==> src/rtl/cle_sram_packer.sv <==
// cle_sram_packer: scans the 32x32 bit-per-byte image held in a 1024x8 SRAM
// and packs it into 128 bytes (8 pixels per byte, MSB first), writing each
// packed byte to an output memory port. This is the inverse of the CLE
// ROM-to-SRAM unpack stage.
// Optional build macro: CLE_PACK_NONZERO_EN -- any nonzero SRAM byte packs
// as a 1 (foreground mask of a labelled image) instead of using bit 0 only.
module cle_sram_packer #(
    parameter int SWIDTH = 10,
    parameter int DWIDTH = 8,
    parameter int OWIDTH = 7
) (
    input  logic              clk,
    input  logic              reset,
    input  logic              start,
    input  logic [DWIDTH-1:0] sram_q,
    output logic [SWIDTH-1:0] sram_a,
    output logic              sram_wen,
    output logic [OWIDTH-1:0] out_a,
    output logic [DWIDTH-1:0] out_d,
    output logic              out_we,
    output logic              busy,
    output logic              finish
);

    localparam int BIT_W = $clog2(DWIDTH);
    localparam logic [SWIDTH-1:0] LAST_A = '1;
    // DRAIN spans a fixed 10 cycles, so finish always rises 1034 cycles
    // after the first READ cycle; the last strobe lands inside that window.
    localparam logic [3:0] DRAIN_LAST = 4'd9;

    typedef enum logic [1:0] {IDLE, READ, DRAIN, DONE} state_t;

    state_t            state;
    state_t            state_nxt;
    logic              launch;
    logic              rd_v;
    logic              pix;
    logic [DWIDTH-1:0] shreg;
    logic [SWIDTH-1:0] pix_cnt;
    logic [3:0]        drain_cnt;

    // Pixel value extracted from one SRAM byte.
    function automatic logic pack_bit(input logic [DWIDTH-1:0] q);
`ifdef CLE_PACK_NONZERO_EN
        return |q;
`else
        return q[0];
`endif
    endfunction

`ifndef CLE_PACK_NONZERO_EN
    logic unused_q_hi;
    assign unused_q_hi = ^sram_q[DWIDTH-1:1];
`endif

    assign pix      = pack_bit(sram_q);
    assign launch   = start && (state == IDLE || state == DONE);
    assign sram_wen = 1'b1;
    assign busy     = (state == READ) || (state == DRAIN);
    assign finish   = (state == DONE);

    // State register.
    always_ff @(posedge clk) begin
        if (!reset) state <= IDLE;
        else        state <= state_nxt;
    end

    // Next-state logic; start is only honoured in IDLE and DONE.
    always_comb begin
        state_nxt = state;
        case (state)
            IDLE:    if (start) state_nxt = READ;
            READ:    if (sram_a == LAST_A) state_nxt = DRAIN;
            DRAIN:   if (drain_cnt == DRAIN_LAST) state_nxt = DONE;
            DONE:    if (start) state_nxt = READ;
            default: state_nxt = IDLE;
        endcase
    end

    // Address generation, read-valid tracking, pixel shifting and byte writes.
    always_ff @(posedge clk) begin
        if (!reset) begin
            sram_a    <= '0;
            rd_v      <= 1'b0;
            shreg     <= '0;
            pix_cnt   <= '0;
            drain_cnt <= '0;
            out_a     <= '0;
            out_d     <= '0;
            out_we    <= 1'b0;
        end else begin
            out_we <= 1'b0;
            rd_v   <= (state == READ);
            if (launch) begin
                sram_a    <= '0;
                shreg     <= '0;
                pix_cnt   <= '0;
                drain_cnt <= '0;
            end else begin
                // Address saturates at the last entry until the next launch.
                if (state == READ && sram_a != LAST_A) sram_a <= sram_a + 1'b1;
                if (state == DRAIN) drain_cnt <= drain_cnt + 4'd1;
                if (rd_v) begin
                    shreg   <= {shreg[DWIDTH-2:0], pix};
                    pix_cnt <= pix_cnt + 1'b1;
                    // Eighth pixel of a byte: emit the completed byte.
                    if (&pix_cnt[BIT_W-1:0]) begin
                        out_d  <= {shreg[DWIDTH-2:0], pix};
                        out_a  <= pix_cnt[SWIDTH-1:BIT_W];
                        out_we <= 1'b1;
                    end
                end
            end
        end
    end

endmodule

==> config.mk <==
export PLATFORM = sky130hd
export DESIGN_NAME = cle_sram_packer
export DESIGN_NICKNAME = d
export VERILOG_FILES = /design/src/rtl/cle_sram_packer.sv
export SDC_FILE = /design/constraint.sdc
export NUM_CORES = 1
export LEC_CHECK = 0
export ABC_AREA = 1
export CAP_MARGIN = 20
export CORE_UTILIZATION = 47
export DETAILED_ROUTE_END_ITERATION = 12
export GPL_ROUTABILITY_DRIVEN = 0
export GPL_TIMING_DRIVEN = 0
export PLACE_DENSITY = 0.76
export SKIP_LAST_GASP = 1
export SYNTH_ARGS = -nofsm -noshare
export SYNTH_HDL_FRONTEND = slang
export SYNTH_SLANG_ARGS = --single-unit
export TNS_END_PERCENT = 30
==> constraint.sdc <==
create_clock -name clk -period 1.5 [get_ports clk]
set_clock_uncertainty 0.05 [all_clocks]
set_input_delay 0.3 -clock clk [delete_from_list [all_inputs] [get_ports clk]]
set_output_delay 0.3 -clock clk [all_outputs]
set_load 0.05 [all_outputs]
==> metrics, run 1 <==
Synth Register Bits=50; placed insts=372; most frequent cells in the layout=nand2_1, nor2_1, dfxtp_1; NumNets Final=about 360; CP Class=reg2out; starting density of the core=around half; Die X-Extent=between 70 and 80 um; worst hold-check path type=reg2reg; vias per cell=approximately 5.1; CP max FO=2; CTS clock-pin slew for the worst setup and hold paths=about 90 ps; Tot Pwr=3660 uW; max-slew violation count=0; Num Clock Sinks=50; final wirelength=4.63 mm; Netlist cell types=34; first-pass GRT wire length=between 8 and 9 mm; fin util=between 60% and 70%; core area=about 4400 um^2; Antenna Cells=0; Fillers=around 390; fmax=around 0.63 GHz; Clock Latency Late Sink=~310 ps; pin count of the biggest net entering global routing=17; outcome=complete, but fails checks; Post-Synthesis Cells=a little under 300; max-cap violations=0; full die area=a little under 5000 um^2; register area share after synthesis=between 40% and 50%; synthesized area per cell=roughly 7.6 um^2; peak supply drop=~0.9 mV; PD cells=1270 nW/um^2; DR vias=approximately 2000; Die Y=70.4 um; commonest non-fill, non-tap cell in the layout=nand2_1; drt pass-1 iters=4; startpoint types=flip-flop; Site Rows=24; H-tree depth=2; leakage power=around 0.0011 uW; area leader, netlist=dfxtp_1; I/O Buffers=31; CP required=between 1000 and 1500 ps; # IOs=40; Non-Filler Instances=390; Mapped Nets=roughly 300; cell area after placement=about 2600 um^2; register area=between 1000 and 1500 um^2; Post-Syn Area=between 2000 and 2500 um^2; Worst setup EP type=output pin; critical path arrival=between 1000 and 1500 ps; synth top area cells=dfxtp_1, nand2_1, nor2_1; GRT Overall Usage=between 20% and 30%; Yosys top cell area share=45.5%; unrepaired setup endpoints after global routing=true; Hold-fix buffers, CTS=0; Root Driver=clkbuf_8; Warnings, synthesis=0; Multi-input gate area=around 1100 um^2; Finished Cell Area=approximately 2900 um^2; CTS tree=built; initial DRC count=about 120; setup_tns=-268 ps; failing checks=setup timing; P&R area growth vs syn=31.0%; final setup fails=15; total grt overflow=0; final hold vios=0; fin crit share=105%; share of cells above drive strength 1=about a quarter; number of remaining DRC errors=0; Wirelength per Cell=approximately 12 um; dpl hpwl=approximately 3.2 mm; vias in the first global route=around 1800; antenna violations before repair=0; fin crit period=1580 ps; post-route ant nets=0; CTS Buf Count=5; Longest Clk Path Bufs=2; PnR worst setup slack=-77.6 ps
==> flip-flops by register name, indices dropped and copies added (netlist names) <==
signal	flops
drain_cnt	4
out_a	7
out_d	8
out_we	1
pix_cnt	10
rd_v	1
shreg	7
sram_a	10
state	2
==> stage by stage <==
stage | hold WS (ps) | worst slack, ps
after floorplan | 379 | -16.3
after global placement | 399 | -487
after detailed placement | 408 | -507
after CTS | 422 | -91.4
after global routing | 441 | -140
final | 418 | -77.6
==> path summary, 6_finish.rpt <==
| check | slack [ps] | depth (start not counted) | to | start |
|---|---|---|---|---|
| setup / recovery | -80 | 4 | busy | state[0] |
| hold / removal | 420 | 2 | shreg[6] | shreg[6] |
| setup reg to reg | -10 | 8 | shreg[5] | state[0] |
| hold reg to reg | 420 | 2 | shreg[6] | shreg[6] |
==> worst max-delay path: stages, from the launching register on <==
cell and delay [ps]:
dfxtp_4 370, inv_4 40, ha_4 270, clkinvlp_4 90, buf_8 150
==> Yosys cell counts <==
cell,instances
a21oi_1,23
a21oi_2,5
a22oi_1,1
a31oi_1,1
buf_1,1
buf_2,5
buf_4,1
buf_6,1
clkbuf_1,2
clkinv_1,1
conb_1,1
dfxtp_1,50
ha_1,9
inv_1,29
inv_2,3
nand2_1,55
nand2_2,2
nand2_4,1
nand3_1,8
nand3_2,1
nand3_4,1
nand3b_1,1
nand4_1,7
nor2_1,41
nor2_2,1
nor2_4,2
nor3_1,7
nor4_1,1
o21a_1,1
o21ai_0,17
o21ai_1,5
or2_2,1
xnor2_1,1
xor2_1,3
==> layer usage <==
layer / global-route usage (%) / wire length, um
met1: 27.8 / 2280
met2: 30.4 / 2010
met3: 4.76 / 241
met5: 0 / 0
met4: 10.0 / 104
==> cell families (layout without fill, tap and decap cells) <==
family,after synthesis,after routing,synth area share (%)
other cells,1,1,0.170
fa+ha+maj,9,9,5.12
flops,50,50,45.5
simple gates,129,129,26.3
compound gates,53,53,13.2
xor+xnor,4,4,1.59
buf+inv,43,92,8.13
==> layout make-up <==
| class | instances | share of cell area [%] |
|---|---|---|
| multi-input cells | 196 | 36.9 |
| well taps | 52 | 2.26 |
| inverters | 33 | 4.64 |
| clock buffers | 7 | 3.73 |
| clock inverters | 1 | 0.304 |
| flip-flops and latches | 50 | 35.5 |
| plain buffers | 10 | 2.69 |
| repair buffers | 41 | 13.9 |
==> what timing repair did <==
| action | in CTS | in global routing |
|---|---|---|
| gates resized for setup | 85 | 13 |
| pin swaps | 2 | 3 |
| buffers inserted | 7 | 3 |
| endpoints found under the setup margin | 71 | 57 |
==> where the power goes <==
group	switching [uW]	internal (uW)
registers	82.6	1410
clock network	467	482
logic	731	484
total	1280	2380
(Power assumes the default switching activity.)
==> run 2: changes to the inputs <==
--- a/config.mk
+++ b/config.mk
@@ -5,13 +5,14 @@
 export SDC_FILE = /design/constraint.sdc
 export NUM_CORES = 1
 export LEC_CHECK = 0
-export ABC_AREA = 1
+export ABC_AREA = 0
 export CAP_MARGIN = 20
-export CORE_UTILIZATION = 47
+export CORE_ASPECT_RATIO = 0.75
+export CORE_UTILIZATION = 46
 export DETAILED_ROUTE_END_ITERATION = 12
 export GPL_ROUTABILITY_DRIVEN = 0
 export GPL_TIMING_DRIVEN = 0
-export PLACE_DENSITY = 0.76
+export PLACE_DENSITY = 0.75
 export SKIP_LAST_GASP = 1
 export SYNTH_ARGS = -nofsm -noshare
 export SYNTH_HDL_FRONTEND = slang
==> metrics, run 2 <==
CTS tree=built; top_reg_cell synth=dfxtp_1; Site Rows=20; area leader, netlist=dfxtp_1; Mapped Nets=roughly 240; Post-Syn Area=around 2100 um^2; share of cells above drive strength 1=around 26%; startpoint types=flip-flop; Finished Cell Area=around 2800 um^2; final setup fails=23; H-tree depth=2; vias per cell=5.14; vias in the first global route=~1500; max-cap violations=0; Multi-input gate area=roughly 1100 um^2; starting density of the core=between 50% and 60%; synth cell count leaders=dfxtp_1, nand2_1, nor2_1; Clock Latency Late Sink=310 ps; hold slack=between 300 and 400 ps; Hold-fix buffers, CTS=0; P&R area growth vs syn=31.1%; critical path arrival=between 1000 and 1500 ps; worst hold-check path type=in2reg; top-count cell post-synth=dfxtp_1; Warnings, synthesis=0; max-slew violation count=0; Longest Clk Path Bufs=2; Root Driver=clkbuf_8; PnR worst setup slack=-104 ps; Synth Register Bits=50; total grt overflow=0; first-pass GRT wire length=approximately 7.1 mm; PD cells=between 1000 and 1500 nW/um^2; crit-path cells=inv_4, ha_4, clkinvlp_4, buf_6; register area share after synthesis=47.2%; CTS clock-pin slew for the worst setup and hold paths=100 ps; leakage power=approximately 0.0011 uW; unrepaired setup endpoints after global routing=true; Fillers=between 300 and 400; Die X-Extent=80.4 um; final wirelength=around 4.3 mm; synth top area cells=dfxtp_1, nand2_1, ha_1; fin crit share=107%; CTS Buf Count=5; CP max FO=3; crit path max-delay cell type=dfxtp_4; initial DRC count=110; NumNets Final=290; Post-Synthesis Cells=~220; dpl hpwl=2.83 mm; # IOs=40; number of flops mapped to enable cells by yosys=0; pin count of the biggest net entering global routing=17; placed insts=about 310; CP required=between 1000 and 1500 ps; fin crit period=around 1600 ps; synthesized area per cell=roughly 9.5 um^2; core area=between 4000 and 5000 um^2; failing checks=setup timing; slowest stage delay, CP=390 ps; register area=between 1000 and 1500 um^2; Wirelength per Cell=13.3 um; final hold vios=0; GRT Overall Usage=19.4%; Netlist cell types=37; outcome=complete, but fails checks; I/O Buffers=30; full die area=4890 um^2; number of remaining DRC errors=0; asr flop ratio synth=0%; Die Y=between 60 and 70 um; fmax=0.624 GHz; most frequent cells in the layout=dfxtp_1, nand2_1, nor2_1; Worst setup EP type=output pin; drt pass-1 iters=4; Non-Filler Instances=roughly 330; Num Clock Sinks=50; CP Class=reg2out; Largest regs=pix_cnt x10, sram_a x10, out_d x8; DR vias=~1700; cell area after placement=2530 um^2; antenna violations before repair=0; Yosys top cell area share=47.2%; peak supply drop=between 1 and 1.5 mV; post-route ant nets=0; commonest non-fill, non-tap cell in the layout=dfxtp_1; Antenna Cells=0
[run 2: cell count changes after synthesis, sizes merged, moves of 4 or more]
cell | previous run | this run
and3 | 0 | 5
buf | 8 | 4
o21ai | 22 | 4
xor2 | 3 | 10
clkbuf | 2 | 7
mux2i | 0 | 9
inv | 32 | 4
nor3 | 7 | 1
nand2 | 58 | 34
nor2 | 44 | 24
and4 | 0 | 7
a21oi | 28 | 5
a21boi | 0 | 14
[run 2: area by class of cell]
type / count / share of cell area, %
Timing Repair Buffer: 40 / 13.4
Buffer: 10 / 2.11
Multi-Input combinational cell: 159 / 40.4
Sequential cell: 50 / 36.8
Clock buffer: 5 / 2.47
Clock inverter: 3 / 1.57
Inverter: 4 / 0.764
Tap cell: 55 / 2.47
[run 2: metal layers]
metal | wire (um) | track usage (%) | part of all wire [%] | up-vias
met3 | 148 | 4.66 | 3.4 | 5
met5 | 0 | 0 | 0 | -
met4 | 50 | 8.93 | 1.2 | 0
met1 | 2280 | 26.6 | 53 | 778
li1 | - | - | - | 864
met2 | 1860 | 29.2 | 43 | 29
[run 2: report_power, final]
part	switching, uW	leakage [uW]	internal (uW)
logic	623	0.000651	506
registers	87.1	0.000410	1410
clock network	468	0.0000547	498
total	1180	0.00112	2410
[run 2: cell families (layout without fill, tap and decap cells)]
| logic type | after synthesis | count (layout) | share of synthesized area, % |
|---|---|---|---|
| adder cells (fa/ha/maj) | 9 | 9 | 5.31 |
| AND/OR/NAND/NOR | 91 | 91 | 21.9 |
| AO/OA/AOI/OAI | 35 | 35 | 12.4 |
| multiplexers | 9 | 9 | 4.25 |
| other | 1 | 1 | 0.177 |
| flip-flops | 50 | 50 | 47.2 |
| buffers and inverters | 15 | 62 | 3.01 |
| XOR/XNOR | 14 | 14 | 5.78 |
[run 2: worst max-delay path, delay by kind of cell (launching register included)]
| family | cells | cell delay (ps) |
|---|---|---|
| flops | 1 | 390 |
| buf+inv | 3 | 280 |
| fa+ha+maj | 1 | 280 |
[run 2: path summary, 6_finish.rpt]
check,start,endpoint,slack [ps],cells after the start
setup / recovery,state[0],busy,-100,4
hold / removal,reset,out_d[1],320,2
setup reg to reg,state[0],sram_a[9],-100,6
hold reg to reg,out_d[0],out_d[0],410,2
[run 2: through the flow]
| stage | TNS (ps) | power (uW) | worst slack [ps] | util [%] |
|---|---|---|---|---|
| floorplan | -1100 | 2210 | -136 | - |
| global placement | -13870 | 2430 | -493 | 59.9 |
| detailed placement | -14560 | 2430 | -523 | 59.9 |
| CTS | -1940 | 3500 | -146 | 63.8 |
| global route | -2300 | 3760 | -151 | 65.8 |
| finish | -770 | 3590 | -104 | 65.8 |
[run 2: what timing repair did]
item,4_1_cts,5_1_grt
pin swaps,2,5
buffers inserted,3,7
gates resized for setup,67,14
endpoints found under the setup margin,75,59
